### src/rtl/dcim_pkg.sv
// rtl/dcim_pkg.sv - shared widths, state encoding and types for the DCIM result collector
package dcim_pkg;
  localparam int DATA_WIDTH = 16;
  localparam int MULT_WIDTH = DATA_WIDTH * 2;
  localparam int ADDR_COUNT = 32;
  localparam int ADDR_WIDTH = $clog2(ADDR_COUNT);
  localparam int ACC_WIDTH  = MULT_WIDTH + ADDR_WIDTH;

  typedef enum logic [1:0] {IDLE, CAPTURE, DRAIN} collector_state_t;
  typedef logic [MULT_WIDTH-1:0] product_t;
  typedef logic [ADDR_WIDTH-1:0] addr_t;
endpackage

### src/rtl/dcim_result_collector_if.sv
// rtl/dcim_result_collector_if.sv - capture stream from the DCIM array and drain stream to the consumer
interface dcim_result_collector_if;
  import dcim_pkg::*;

  logic     in_valid;
  product_t in_data;
  logic     rd_valid;
  logic     rd_ready;
  product_t rd_data;
  addr_t    rd_addr;

  modport master (input in_valid, input in_data, input rd_ready,
                  output rd_valid, output rd_data, output rd_addr);
  modport slave  (output in_valid, output in_data, output rd_ready,
                  input rd_valid, input rd_data, input rd_addr);
endinterface

### src/rtl/dcim_result_buffer.sv
// rtl/dcim_result_buffer.sv - one-write/one-read frame store with a registered read port
module dcim_result_buffer
  import dcim_pkg::*;
(
  input  logic     clk,
  input  logic     rst,
  input  logic     wr_en,
  input  addr_t    wr_addr,
  input  product_t wr_data,
  input  logic     rd_en,
  input  addr_t    rd_addr,
  output product_t rd_data
);
  product_t mem [ADDR_COUNT];

  always_ff @(posedge clk) begin
    if (wr_en) mem[wr_addr] <= wr_data;
  end

  // Read register holds its value when rd_en is low, which gives the drain its stall behaviour.
  always_ff @(posedge clk or posedge rst) begin
    if (rst)        rd_data <= '0;
    else if (rd_en) rd_data <= mem[rd_addr];
  end
endmodule

### src/rtl/dcim_result_collector.sv
// rtl/dcim_result_collector.sv - captures a 32-entry DCIM frame and drains it over a valid/ready stream
// Optional frame accumulator enabled by defining DCIM_COLLECTOR_ACCUM_EN.
module dcim_result_collector
  import dcim_pkg::*;
(
  input  logic                        clk,
  input  logic                        rst,
  input  logic                        frame_start,
  dcim_result_collector_if.master     bus,
  output logic                        frame_done,
  output logic                        overflow,
  output logic [ACC_WIDTH-1:0]        acc_sum,
  output logic                        acc_valid
);
  localparam addr_t LAST_ADDR = addr_t'(ADDR_COUNT - 1);

  collector_state_t state, next_state;
  addr_t            wr_ptr, rd_ptr, wr_addr, rd_load_addr;
  logic             rd_valid_q, wr_en, last_wr, fire, rd_load, drop;

  always_ff @(posedge clk or posedge rst) begin
    if (rst) state <= IDLE;
    else     state <= next_state;
  end

  always_comb begin
    next_state = state;
    if (frame_start) next_state = CAPTURE;
    else begin
      case (state)
        CAPTURE: if (bus.in_valid && wr_ptr == LAST_ADDR) next_state = DRAIN;
        DRAIN:   if (rd_valid_q && bus.rd_ready && rd_ptr == LAST_ADDR) next_state = IDLE;
        default: next_state = state;
      endcase
    end
  end

  // frame_start overrides everything, including a transfer or capture in the same cycle.
  always_comb begin
    wr_en        = bus.in_valid && (frame_start || state == CAPTURE);
    wr_addr      = frame_start ? '0 : wr_ptr;
    last_wr      = !frame_start && state == CAPTURE && bus.in_valid && wr_ptr == LAST_ADDR;
    fire         = !frame_start && state == DRAIN && rd_valid_q && bus.rd_ready;
    rd_load      = last_wr || (fire && rd_ptr != LAST_ADDR);
    rd_load_addr = last_wr ? '0 : rd_ptr + 1'b1;
    drop         = !frame_start && bus.in_valid && state != CAPTURE;
  end

  always_ff @(posedge clk or posedge rst) begin
    if (rst) begin
      wr_ptr     <= '0;
      rd_ptr     <= '0;
      rd_valid_q <= 1'b0;
      frame_done <= 1'b0;
      overflow   <= 1'b0;
    end else if (frame_start) begin
      wr_ptr     <= bus.in_valid ? addr_t'(1) : '0;
      rd_ptr     <= '0;
      rd_valid_q <= 1'b0;
      frame_done <= 1'b0;
      overflow   <= 1'b0;
    end else begin
      frame_done <= 1'b0;
      if (wr_en)   wr_ptr     <= wr_ptr + 1'b1;
      if (last_wr) rd_valid_q <= 1'b1;
      if (drop)    overflow   <= 1'b1;
      if (fire) begin
        if (rd_ptr == LAST_ADDR) begin
          rd_ptr     <= '0;
          rd_valid_q <= 1'b0;
          frame_done <= 1'b1;
        end else begin
          rd_ptr <= rd_ptr + 1'b1;
        end
      end
    end
  end

  dcim_result_buffer u_buffer (
    .clk     (clk),
    .rst     (rst),
    .wr_en   (wr_en),
    .wr_addr (wr_addr),
    .wr_data (bus.in_data),
    .rd_en   (rd_load),
    .rd_addr (rd_load_addr),
    .rd_data (bus.rd_data)
  );

  assign bus.rd_valid = rd_valid_q;
  assign bus.rd_addr  = rd_ptr;

`ifdef DCIM_COLLECTOR_ACCUM_EN
  logic [ACC_WIDTH-1:0] acc;

  // Running sum of the frame; published when the last product lands.
  always_ff @(posedge clk or posedge rst) begin
    if (rst) begin
      acc       <= '0;
      acc_sum   <= '0;
      acc_valid <= 1'b0;
    end else if (frame_start) begin
      acc       <= bus.in_valid ? ACC_WIDTH'(bus.in_data) : '0;
      acc_sum   <= '0;
      acc_valid <= 1'b0;
    end else if (wr_en) begin
      acc <= acc + ACC_WIDTH'(bus.in_data);
      if (last_wr) begin
        acc_sum   <= acc + ACC_WIDTH'(bus.in_data);
        acc_valid <= 1'b1;
      end
    end
  end
`else
  assign acc_sum   = '0;
  assign acc_valid = 1'b0;
`endif
endmodule

### src/flat_wrapper.sv
// flat-port wrapper written by rule: the top's interface ports become plain ports
module dcim_result_collector_flat import dcim_pkg::*;
  (clk, rst, frame_start, frame_done, overflow, acc_sum, acc_valid, bus_in_valid, bus_in_data, bus_rd_ready, bus_rd_valid, bus_rd_data, bus_rd_addr);
  dcim_result_collector_if bus_i ();
  input  logic clk;
  input  logic rst;
  input  logic frame_start;
  output logic frame_done;
  output logic overflow;
  output logic [ACC_WIDTH-1:0] acc_sum;
  output logic acc_valid;
  input wire logic [$bits(bus_i.in_valid)-1:0] bus_in_valid;
  input wire logic [$bits(bus_i.in_data)-1:0] bus_in_data;
  input wire logic [$bits(bus_i.rd_ready)-1:0] bus_rd_ready;
  output wire logic [$bits(bus_i.rd_valid)-1:0] bus_rd_valid;
  output wire logic [$bits(bus_i.rd_data)-1:0] bus_rd_data;
  output wire logic [$bits(bus_i.rd_addr)-1:0] bus_rd_addr;
  assign bus_i.in_valid = bus_in_valid;
  assign bus_i.in_data = bus_in_data;
  assign bus_i.rd_ready = bus_rd_ready;
  assign bus_rd_valid = bus_i.rd_valid;
  assign bus_rd_data = bus_i.rd_data;
  assign bus_rd_addr = bus_i.rd_addr;
  dcim_result_collector u_core (.clk(clk), .rst(rst), .frame_start(frame_start), .bus(bus_i), .frame_done(frame_done), .overflow(overflow), .acc_sum(acc_sum), .acc_valid(acc_valid));
endmodule
### config.mk
export PLATFORM = sky130hd
export DESIGN_NAME = dcim_result_collector_flat
export DESIGN_NICKNAME = d
export VERILOG_FILES = /design/src/rtl/dcim_pkg.sv /design/src/rtl/dcim_result_collector_if.sv /design/src/rtl/dcim_result_buffer.sv /design/src/rtl/dcim_result_collector.sv /design/src/flat_wrapper.sv
export SDC_FILE = /design/constraint.sdc
export NUM_CORES = 1
export LEC_CHECK = 0
export ABC_AREA = 1
export BUFFER_PORTS_ARGS = -buffer_cell sky130_fd_sc_hd__buf_2
export CORE_ASPECT_RATIO = 1.4
export CORE_UTILIZATION = 30
export CTS_BUF_LIST = sky130_fd_sc_hd__clkbuf_16
export DETAILED_ROUTE_END_ITERATION = 16
export GPL_ROUTABILITY_DRIVEN = 1
export GPL_TIMING_DRIVEN = 0
export PLACE_DENSITY = 0.48
export SLEW_MARGIN = 10
export SYNTH_ARGS = -nofsm -noshare
export SYNTH_HDL_FRONTEND = slang
export SYNTH_HIERARCHICAL = 1
export SYNTH_SLANG_ARGS = --single-unit
### constraint.sdc
create_clock -name clk -period 5.94 [get_ports clk]
set_input_delay 1.188 -clock clk [delete_from_list [all_inputs] [get_ports clk]]
set_output_delay 1.188 -clock clk [all_outputs]
set_load 0.1 [all_outputs]
==> metrics.md <==
| Metric | Value |
|---|---|
| Status | completed |
| Clock Skew | 0.0336 ns |
| CP max stage delay | 0.87 ns |
| Min-delay worst type | input pin to async pin |
| Crit share post-route | 71.3% |
| Register bit total from synthesis | 1071 |
| Port bufs | 76 |
| Synth Area in XOR/XNOR | 0.0601% |
| RSZ-0062 raised after global routing | no |
| Die Width | 325 um |
| Share of the core filled with cells | 35.5% |
| Cell count after placement | 5779 |
| Cell Rows | 165 |
| Initial antenna violation count | 13 |
| Seq/Total Area, Yosys | 73.0% |
| Routed WL per cell | 26.4 um |
| Yosys cell types | 27 |
| Largest net degree at the start of global routing | 33 |
| Synth top area cells | edfxtp_1 70%, nand2_1 12%, nand3_1 10% |
| Count of final hold-check violations | 0 |
| Kind of critical path | flip-flop to flip-flop |
| Global-route wire length before repair | 217000 um |
| Most frequent cells in the layout | 1375 x nand2_1, 1024 x edfxtp_1, 887 x nand3_1 |
| Worst Setup SP | u_core/wr_ptr[1]$_DFFE_PP0P_ |
| Largest area contributor in the netlist | edfxtp_1 |
| Max VDD drop | 199 uV |
| Avg Cell Area, Syn | 11.8 um2 |
| Hpwl dp | 111000 um |
| Mapped Cells | 3698 |
| Critical path required time | 6.57 ns |
| Setup Buffers After CTS | 0 |
| Leakage | 18.8 nW |
| Arrival time worst endpoint | 4.87 ns |
| Most common cell after layout, fill and taps aside | nand2_1 |
| Hold_buf cts | 0 |
| Critical path endpoint category | flip-flop |
| Initial DRC Count | 2708 |
| Root Buffer | clkbuf_16 |
| Worst-path clk slew | 0.06 ns |
| H-tree depth | 3 |
| CP max FO | 10 |
| Ports | 115 |
| Post-Syn Area | 43700 um2 |
| Reg-to-reg startpoint | u_core/wr_ptr[1]$_DFFE_PP0P_ |
| Slowest CP cell | clkbuf_1 |
| Compound-Gate Fraction of Synth Area | 0.103% |
| Final Setup Violations | 0 |
| Synth warnings | 6 |
| Share of cells above drive strength 1 | 13.3% |
| Largest family of logic cells by synthesized area | simple AND/OR/NAND/NOR gates |
| Max-capacitance violation count | 0 |
| Total wire length | 157000 um |
| CTS tree | done |
| Most Frequent Cell on Critical Path | nand2_1 |
| Via density | 4.95 |
| PnR worst setup slack | 1.70 ns |
| Die area | 147000 um2 |
| GRT overflow | 0 |
| Post-CTS resize count | 0 |
| P&R area growth vs syn | 17.5% |
| NumNets Final | 4003 |
| Final min period | 4.24 ns |
| Simple-gate area share of the yosys netlist | 22.5% |
| Critical path cell sequence | ha_1 -> nand2_1 -> nor2_1 -> ha_1 -> nand2_1 -> inv_1 -> nand3_2 -> and2_1 -> clkbuf_1 -> buf_2 -> nand3_1 -> nand2_1 -> nand2_1 -> nand3_1 -> nand3_1 -> nand2_1 |
| Non-Filler Instances | 5969 |
| DRC viols | 0 |
| Worst-skew pair later-pin latency | 0.73 ns |
| Vias in the first global route | 28282 |
| Mux cell area share after synthesis | 0% |
| Slew HR | 14.1% |
| PwrDens | 296 nW/um2 |
| Core Region | 145000 um2 |
| Gpl congestion | 0.876 |
| Initial DRT Pass Iterations | 5 |
| DP Worst Slack | 1.37 ns |
| Placed cell areas | 48100 um2 |
| Overall Global Routing Usage | 21.1% |
| Hold Worst Slack | 0.446 ns |
| DR vias | 29525 |
| Share of the synthesized area in the top cell type | 70.3% |
| Worst-Margin Slew | 1.29 ns |
| Num CTS Buffers | 101 |
| FMAX | 0.236 GHz |
| Antenna Nets Post-Route | 0 |
| Die height | 454 um |
| # clock sinks | 1071 |
| Longest Clk Path Bufs | 3 |
| Max-slew violations | 0 |
| Cell area after layout | 51400 um2 |
| CP Launch Type | flip-flop |
| Initial Util | 30.3% |
| Synth Area in Adders | 0.114% |
==> final timing paths <==
check	end	slack, ns	depth (start not counted)
max reg2reg	u_core/u_buffer/rd_data[25]$_DFFE_PP0P_	1.70	16
max	u_core/u_buffer/rd_data[25]$_DFFE_PP0P_	1.70	16
max in group asynchronous	u_core/u_buffer/rd_data[27]$_DFFE_PP0P_	4.95	3
min reg2reg	u_core/u_buffer/rd_data[16]$_DFFE_PP0P_	0.47	2
min in group clk	u_core/u_buffer/rd_data[16]$_DFFE_PP0P_	0.47	2
min	u_core/u_buffer/rd_data[18]$_DFFE_PP0P_	0.45	2
==> metal layers <==
| metal | up-vias | wire length [um] | GRT usage, % |
|---|---|---|---|
| met2 | 1161 | 80700 | 38.1 |
| li1 | 13400 | - | - |
| met3 | 303 | 8630 | 2.63 |
| met4 | 4 | 8750 | 11.2 |
| met1 | 14657 | 59200 | 24.4 |
| met5 | - | 24 | 0 |
==> stage by stage <==
stage                     setup TNS [ns]  power [W]
after floorplan                        0    0.00866
after global placement            -82.27    0.00886
after detailed placement               0    0.00888
after CTS                              0     0.0153
after global routing                   0     0.0156
final                                  0     0.0152
==> cell usage after synthesis <==
cell and count:
buf_4 46, inv_8 1, o21ai_0 3, ha_1 4, xor2_1 2, inv_2 4
nor2_4 1, conb_1 1, inv_1 27, nand3_2 2, nor2_1 45, o21ai_1 1
nand3_1 887, dfrtp_1 47, nor2_2 2, clkbuf_1 26, buf_1 9, o211ai_1 2
nand2_2 1, a21oi_1 2, edfxtp_1 1024, xnor2_1 1, nand2_1 1375, buf_2 132
and2_1 1, nand4_1 1, buf_6 51
==> report_power, final <==
group	total [W]	internal (W)	leakage [nW]	switching, W
Clock	0.00651	0.00361	1.67	0.00289
Sequential	0.00832	0.00831	9.87	0.0000102
Combinational	0.000391	0.0000519	7.25	0.000339
Total	0.0152	0.0120	18.8	0.00324
==> worst max-delay path: cells and delay by family, from the launching register on <==
| family | cells | cell delay [ns] |
|---|---|---|
| fa+ha+maj | 2 | 0.41 |
| flops | 1 | 0.41 |
| buf+inv | 3 | 1.47 |
| simple gates | 11 | 1.82 |
==> flip-flops by register name (all words and copies together), names as in the netlist <==
| signal | count |
|---|---|
| u_core/state | 2 |
| u_core/overflow | 1 |
| u_core/bus.rd_addr | 5 |
| u_core/wr_ptr | 5 |
| u_core/u_buffer/rd_data | 32 |
| u_core/bus.rd_valid | 1 |
| u_core/frame_done | 1 |
| u_core/u_buffer/mem | 1024 |
==> logic make-up (layout without fill, tap and decap cells) <==
kind of cell,after synthesis,after routing
AND/OR/NAND/NOR,2315,2315
flip-flops,1071,1071
buffers and inverters,296,606
AO/OA/AOI/OAI,8,8
adder cells (fa/ha/maj),4,4
XOR/XNOR,3,3
other,1,42
==> layout make-up <==
class                   instances  area, um2
fillers                     14233      93200
flip-flops and latches       1071      31900
multi-input cells            2368      10300
clock buffers                 103       2580
well taps                    1920       2400
plain buffers                 264       1710
repair buffers                124       1590
clock inverters                83        674
inverters                      32        128
diodes                          4       10.0
No activity file was read; power rests on OpenSTA's default activity.
